$ cat config.mk
export PLATFORM = sky130hd
export DESIGN_NAME = alu_arbiter
export DESIGN_NICKNAME = d
export VERILOG_FILES = /design/src/rtl/alu_arbiter.sv
export SDC_FILE = /design/constraint.sdc
export NUM_CORES = 1
export LEC_CHECK = 0
export ABC_CLOCK_PERIOD_IN_PS = 2200
export CAP_MARGIN = 20
export CORE_AREA = 2 2 109 111
export CTS_CLUSTER_SIZE = 20
export DETAILED_ROUTE_END_ITERATION = 8
export DIE_AREA = 0 0 111 113
export PLACE_DENSITY = 0.72
export SYNTH_ARGS = -nofsm -noshare
export SYNTH_HDL_FRONTEND = slang
export SYNTH_SLANG_ARGS = --single-unit
$ cat constraint.sdc
create_clock -name i_clk -period 2.2 [get_ports i_clk]
set_input_delay 0.22 -clock i_clk [delete_from_list [all_inputs] [get_ports i_clk]]
set_output_delay 0.22 -clock i_clk [all_outputs]
set_load 0.02 [all_outputs]
$ cat src/rtl/alu_arbiter.sv
// Round-robin arbiter sharing the execute-stage ALU between two requesters.
// Optional opcode check enabled by defining ALU_ARB_ILLEGAL_CHK_EN.
module alu_arbiter #(
   parameter int DW  = 32,
   parameter int OPW = 4
) (
   input  logic           i_clk,
   input  logic           i_reset,
   input  logic           i_req0_valid,
   input  logic [DW-1:0]  i_req0_op_a,
   input  logic [DW-1:0]  i_req0_op_b,
   input  logic [OPW-1:0] i_req0_alu_op,
   output logic           o_req0_ready,
   input  logic           i_req1_valid,
   input  logic [DW-1:0]  i_req1_op_a,
   input  logic [DW-1:0]  i_req1_op_b,
   input  logic [OPW-1:0] i_req1_alu_op,
   output logic           o_req1_ready,
   output logic [DW-1:0]  o_alu_op_a,
   output logic [DW-1:0]  o_alu_op_b,
   output logic [OPW-1:0] o_alu_op,
   input  logic [DW-1:0]  i_alu_data,
   output logic           o_rsp_valid,
   output logic           o_rsp_id,
   output logic [DW-1:0]  o_rsp_data,
   output logic           o_rsp_err,
   input  logic           i_rsp_ready
);

   typedef enum logic {
      EMPTY = 1'b0,
      FULL  = 1'b1
   } state_t;

   state_t        state;
   logic          last_grant;
   logic          win;
   logic          has_win;
   logic          can_accept;
   logic          accept;
   logic          acc_err;
   logic [DW-1:0] acc_data;
   logic          rsp_id_q;
   logic [DW-1:0] rsp_data_q;
   logic          rsp_err_q;

   // Tie goes to whichever requester was not granted last.
   always_comb begin
      win     = 1'b0;
      has_win = i_req0_valid | i_req1_valid;
      unique case (1'b1)
         (i_req0_valid & i_req1_valid):  win = ~last_grant;
         (~i_req0_valid & i_req1_valid): win = 1'b1;
         default:                        win = 1'b0;
      endcase
   end

   assign can_accept   = (state == EMPTY) | i_rsp_ready;
   assign o_req0_ready = i_reset & can_accept & i_req0_valid & ~win;
   assign o_req1_ready = i_reset & can_accept & i_req1_valid & win;
   assign accept       = o_req0_ready | o_req1_ready;

   always_comb begin
      o_alu_op_a = '0;
      o_alu_op_b = '0;
      o_alu_op   = '0;
      if (has_win) begin
         if (win) begin
            o_alu_op_a = i_req1_op_a;
            o_alu_op_b = i_req1_op_b;
            o_alu_op   = i_req1_alu_op;
         end else begin
            o_alu_op_a = i_req0_op_a;
            o_alu_op_b = i_req0_op_b;
            o_alu_op   = i_req0_alu_op;
         end
      end
   end

`ifdef ALU_ARB_ILLEGAL_CHK_EN
   function automatic logic op_legal(input logic [OPW-1:0] op);
      case (op)
         OPW'(0), OPW'(1), OPW'(2), OPW'(3),
         OPW'(4), OPW'(5), OPW'(6),
         OPW'(8), OPW'(9), OPW'(10): op_legal = 1'b1;
         default:                    op_legal = 1'b0;
      endcase
   endfunction

   assign acc_err  = ~op_legal(o_alu_op);
   assign acc_data = acc_err ? '0 : i_alu_data;
`else
   assign acc_err  = 1'b0;
   assign acc_data = i_alu_data;
`endif

   always_ff @(posedge i_clk) begin
      if (!i_reset) begin
         state      <= EMPTY;
         last_grant <= 1'b1;
         rsp_id_q   <= 1'b0;
         rsp_data_q <= '0;
         rsp_err_q  <= 1'b0;
      end else if (accept) begin
         state      <= FULL;
         last_grant <= o_req1_ready;
         rsp_id_q   <= o_req1_ready;
         rsp_data_q <= acc_data;
         rsp_err_q  <= acc_err;
      end else if (state == FULL && i_rsp_ready) begin
         state <= EMPTY;
      end
   end

   assign o_rsp_valid = (state == FULL);
   assign o_rsp_id    = rsp_id_q;
   assign o_rsp_data  = rsp_data_q;
   assign o_rsp_err   = rsp_err_q;

endmodule

Yosys cells after proc, flatten, opt, wreduce, memory -nomap -nowiden
Cells that the tools add are included.
- flip-flop bits (word level): 35
- output and inout bits: 105
- multiplexer cells: 9
- bitwise gates (word level): 14
- reduce and logical (&&, ||, !) cells: 2
- operators with widths (kind ; count):
    $mux 32 ; 4
    $mux 4 ; 2
    $and 1x1->1 ; 7
    $not 1->1 ; 4
    $or 1x1->1 ; 3
    $mux 1 ; 2
    $pmux 1 s2 ; 1
    $reduce_bool 2->1 ; 1
    $logic_and 1x1->1 ; 1

Longest topological paths before layout
- word-level depth: 7
- depth in mapped cells: 7
- mapped depth without buffers: 3

Worst setup path before layout
OpenSTA, ideal clock, no wires.
- path kind: reg2out
- start: register state (netlist: o_rsp_valid)
- end: output port o_req0_ready
- buffers on the path: 2
- setup slack: 0.747 ns
- required time: 1.980 ns
- arrival: 1.233 ns
- cell stages (with the launch flop): 6
- cell sequence: dfxtp_1 -> nand2b_1 -> buf_2 -> buf_2 -> nand3_1 -> nor2_1
- cells in the longest elaborated chain, start to end: 5
- RTL lines (element ; RTL line ; RTL):
    start: declaration ; 35 ; state_t state;
    start signal: assignment ; 99 ; state <= EMPTY;
    start signal: assignment ; 105 ; state <= FULL;
    start signal: assignment ; 111 ; state <= EMPTY;
    $not 1->1 ; 58 ; assign can_accept = (state == EMPTY) | i_rsp_ready;
    $or 1x1->1 ; 58 ;
    $and 1x1->1 (3 in series) ; 59 ; assign o_req0_ready = i_reset & can_accept & i_req0_valid & ~win;
    end: declaration ; 13 ; output logic o_req0_ready,
No other way between the ends.

Final worst setup path
- start: input port i_req1_valid
- end: output port o_alu_op_b[26]
- cells in the longest elaborated chain, start to end: 4
- elaborated cells between the ends (all ways): 6
- classes of those cells: mux (3); bitwise (3)
- RTL lines (element ; RTL line ; RTL):
    start: declaration ; 14 ; input logic i_req1_valid,
    $and 1x1->1 (on tied branches) ; 53, 52 ;
    $pmux 1 s2 ; 51 ; unique case (1'b1)
    $mux 32 ; 68 ; if (win) begin
    $mux 32 (*) ; 67 ; if (has_win) begin
    end: declaration ; 20 ; output logic [DW-1:0] o_alu_op_b,
Mark *: on every way between the ends. The rest lies on a longest branch, timed or not.

==> flow_summary.ini <==
[timing]
setup_violations = 0
max_clock_freq_ghz = 0.4645
rsz0062_at_grt = no
fin_skew_ps = 4.238
post-route-period-util = 0.9786
hold_violations = 0
finalMaxSlewViolations = 0
fin_ws_ps = 47.18
final.min_clock_period_ps = 2153

[drt]
route.detailed.drc = 0
route.antenna.remaining_nets = 0
top_signal_layer_used = met4
met3_wirelength_um = 851
met2_wirelength_um = 5674
drtIter0Drc = 207
totalWireLength_um = 11610
drt-pass1-iter-count = 4
routed-via-count = 3641
avgRoutedWirePerCell_um = 14.58
viasPerCell = 4.574
wl_met1_um = 4820

[setup_path]
crit-reg2reg-capture = o_rsp_data[8]
end_kind = output pin
worst-endpoint-required_ps = 1980
startpoint_type = input port
logic_depth_of_the_worst_register_to_register_path = 5
cp.arrival_ps = 1930
timing.critical_path.to = o_alu_op_b[26]
cp_max_fo = 21
worstSetupPathType = in2out
worst-r2r-setup-slack_ps = 690
r2r_start = o_rsp_valid
critical_path_source = i_req1_valid

[placed_design]
dpl_cell_area_um2 = 5369
post-place-cells = 788
routabilityCongestion = 0.9347
placement.io_buffers = 276
placement.setup.worst_slack_ps = -140.1
dp_hpwl_um = 9092

[clocking]
clk_pin_slew_ps = 60
cts_made_buffers = 5
cts_max_path_buffers = 2
post_cts_setup_buffers = 0
clock_tree_from_tritoncts = done
holdBufCountCts = 0
number_of_clock_sinks = 35
skew_pair_late_insertion_delay_ps = 280
htree_levels = 2
clock_root_cell = clkbuf_16

[pwr]
clockPowerShare = 0.304
cellLeakagePower_nw = 2.307
ir_drop_mv = 0.6418
power-per-cell-area_nw_per_um2 = 491.3
relative_contribution_of_combinational_cells_to_total_power = 0.427
power.share.switching = 0.3223
power.switching_w = 0.0008665
internal_power_w = 0.001822
post-layout-total-power_w = 0.002688
seqPwrFrac = 0.269

[global_routing]
global_route.usage.total = 0.1754
grt_pass1_vias = 3605
grt_remaining_overflow = 0
grt_start_max_net_pins = 57
grt_antenna_before_repair = 0
grt_pass1_wl_um = 18050

[run_status]
run_status = completed

[synthesis]
yosysWarningCount = 0
netlist_top_cells_count = nand2_1 (168), o21ai_0 (69), dfxtp_1 (35)
async_reset_ff_frac = 0
synthMostInstantiatedCell = nand2_1
yosysUniqueCellTypes = 23
largest_cells_by_area_after_synthesis = dfxtp_1 (28%), nand2_1 (25%), o21ai_0 (14%), o21ai_2 (9.2%), nand4_1 (8.1%)
syn-instance-count = 394
synth_seq_area_share = 0.2821
synth_top_area_cell = dfxtp_1
synth_enable_flop_cells = 0
ys_ff_latch = 35
syn-mean-instance-area_um2 = 6.304
syn_nets = 567
dominantRegCellSynth = dfxtp_1
syn-cell-area_um2 = 2484
yosys.area.top_type_share = 0.2821

[final_layout]
final-instance-count-excl-fill = 796
finalInstanceArea_um2 = 5472
syn2layout_area_growth_pct = 120.3
antenna-diode-count = 0
post_route_cells_drive_above_1_share = 0.08576
fin_nets = 825

[floorplanning]
die-area_um2 = 12540
core_area_um2 = 11270
die_h_um = 113
ioPinCount = 278
num_rows = 39
die_w_um = 111
effective_utilization_at_floorplan = 0.2203

[job]
cap_violations = 0

[worst_hold_path]
kind_of_path_behind_the_tightest_hold_check = in2reg
## cells in the final DEF, fill, tap and decap left out
cell and n:
o21ai_0 69, bufinv_16 1, and3_4 1, dfxtp_1 35
buf_12 5, dlygate4sd2_1 63, dlymetal6s2s_1 2, a21boi_4 1
or2_1 1, and3_1 2, a21oi_1 1, o21ai_2 26
o21ai_1 6, nor2_1 2, nand3_1 1, clkbuf_16 5
nand2b_1 1, buf_8 1, clkinv_2 1, buf_2 2
clkinv_4 1, and2_0 1, conb_1 1, o21a_1 1
nand2_1 168, nand4_1 32, buf_4 12, a21boi_0 2
clkdlybuf4s50_1 209
## worst min-delay path by stage
stage | startpoint | endpoint | slack, ps | cells after the start
6_report | i_reset | last_grant | 400 | 3
5_1_grt | i_reset | last_grant | 420 | 3
4_1_cts | i_reset | last_grant | 390 | 3
3_5_place_dp | o_rsp_data[12] | o_rsp_data[12] | 450 | 2
3_3_place_gp | o_rsp_data[11] | o_rsp_data[11] | 430 | 2
2_1_floorplan | i_alu_data[11] | o_rsp_data[11] | 360 | 2
## registers in the layout (all words and copies together), names as in the netlist
| signal | flops |
|---|---|
| last_grant | 1 |
| o_rsp_id | 1 |
| o_rsp_data | 32 |
| o_rsp_valid | 1 |
## cell type report
cell class	count	area (µm²)
Fill cell	1119	5801
Sequential cell	35	700.7
Timing Repair Buffer	294	2884
Multi-Input combinational cell	316	1539
Tap cell	143	178.9
Clock buffer	5	125.1
Clock inverter	3	43.79
## per-stage QoR
stage / TNS [ps] / util / hold slack, ps
final: 0 / 0.4854 / 400.0
after global routing: 0 / 0.4854 / 417.8
after CTS: 0 / 0.4850 / 389.6
after detailed placement: -4023 / 0.4763 / 448.8
after global placement: -2409 / 0.4763 / 434.8
after floorplan: 0 / - / 363.2
## worst max-delay path, cell delays in order
cell and delay [ps]:
clkdlybuf4s50_1 430, a21boi_4 170, buf_12 150, buf_12 140, o21ai_0 170, clkdlybuf4s50_1 650
## power groups by stage
stage,clock [W],combinational [W],sequential (W)
after global routing,0.000855,0.00123,0.000729
after floorplan,0,0.000449,0.000800
after global placement,0,0.00121,0.000731
after CTS,0.000827,0.00116,0.000723
final,0.000817,0.00115,0.000723
after detailed placement,0,0.00122,0.000734
## metal layers
layer / GRT usage / vias up
li1: - / 1841
met1: 0.2025 / 1616
met2: 0.3198 / 164
met3: 0.04392 / 20
met4: 0.05417 / 0
met5: 0 / -
## kinds of logic after synthesis
family / share of synthesized area
buffers and inverters: 0.09824
AOI/OAI and AO/OA: 0.2615
other: 0.001510
and+or+nand+nor: 0.3567
DFF: 0.2821
## repair_timing
action | CTS | global route
endpoints found under the hold margin | 0 | 0
endpoints found under the setup margin | 64 | 2
cloned | 0 | 0
gates resized for setup | 65 | 2
Note: power is estimated with default switching activity, not from simulation.
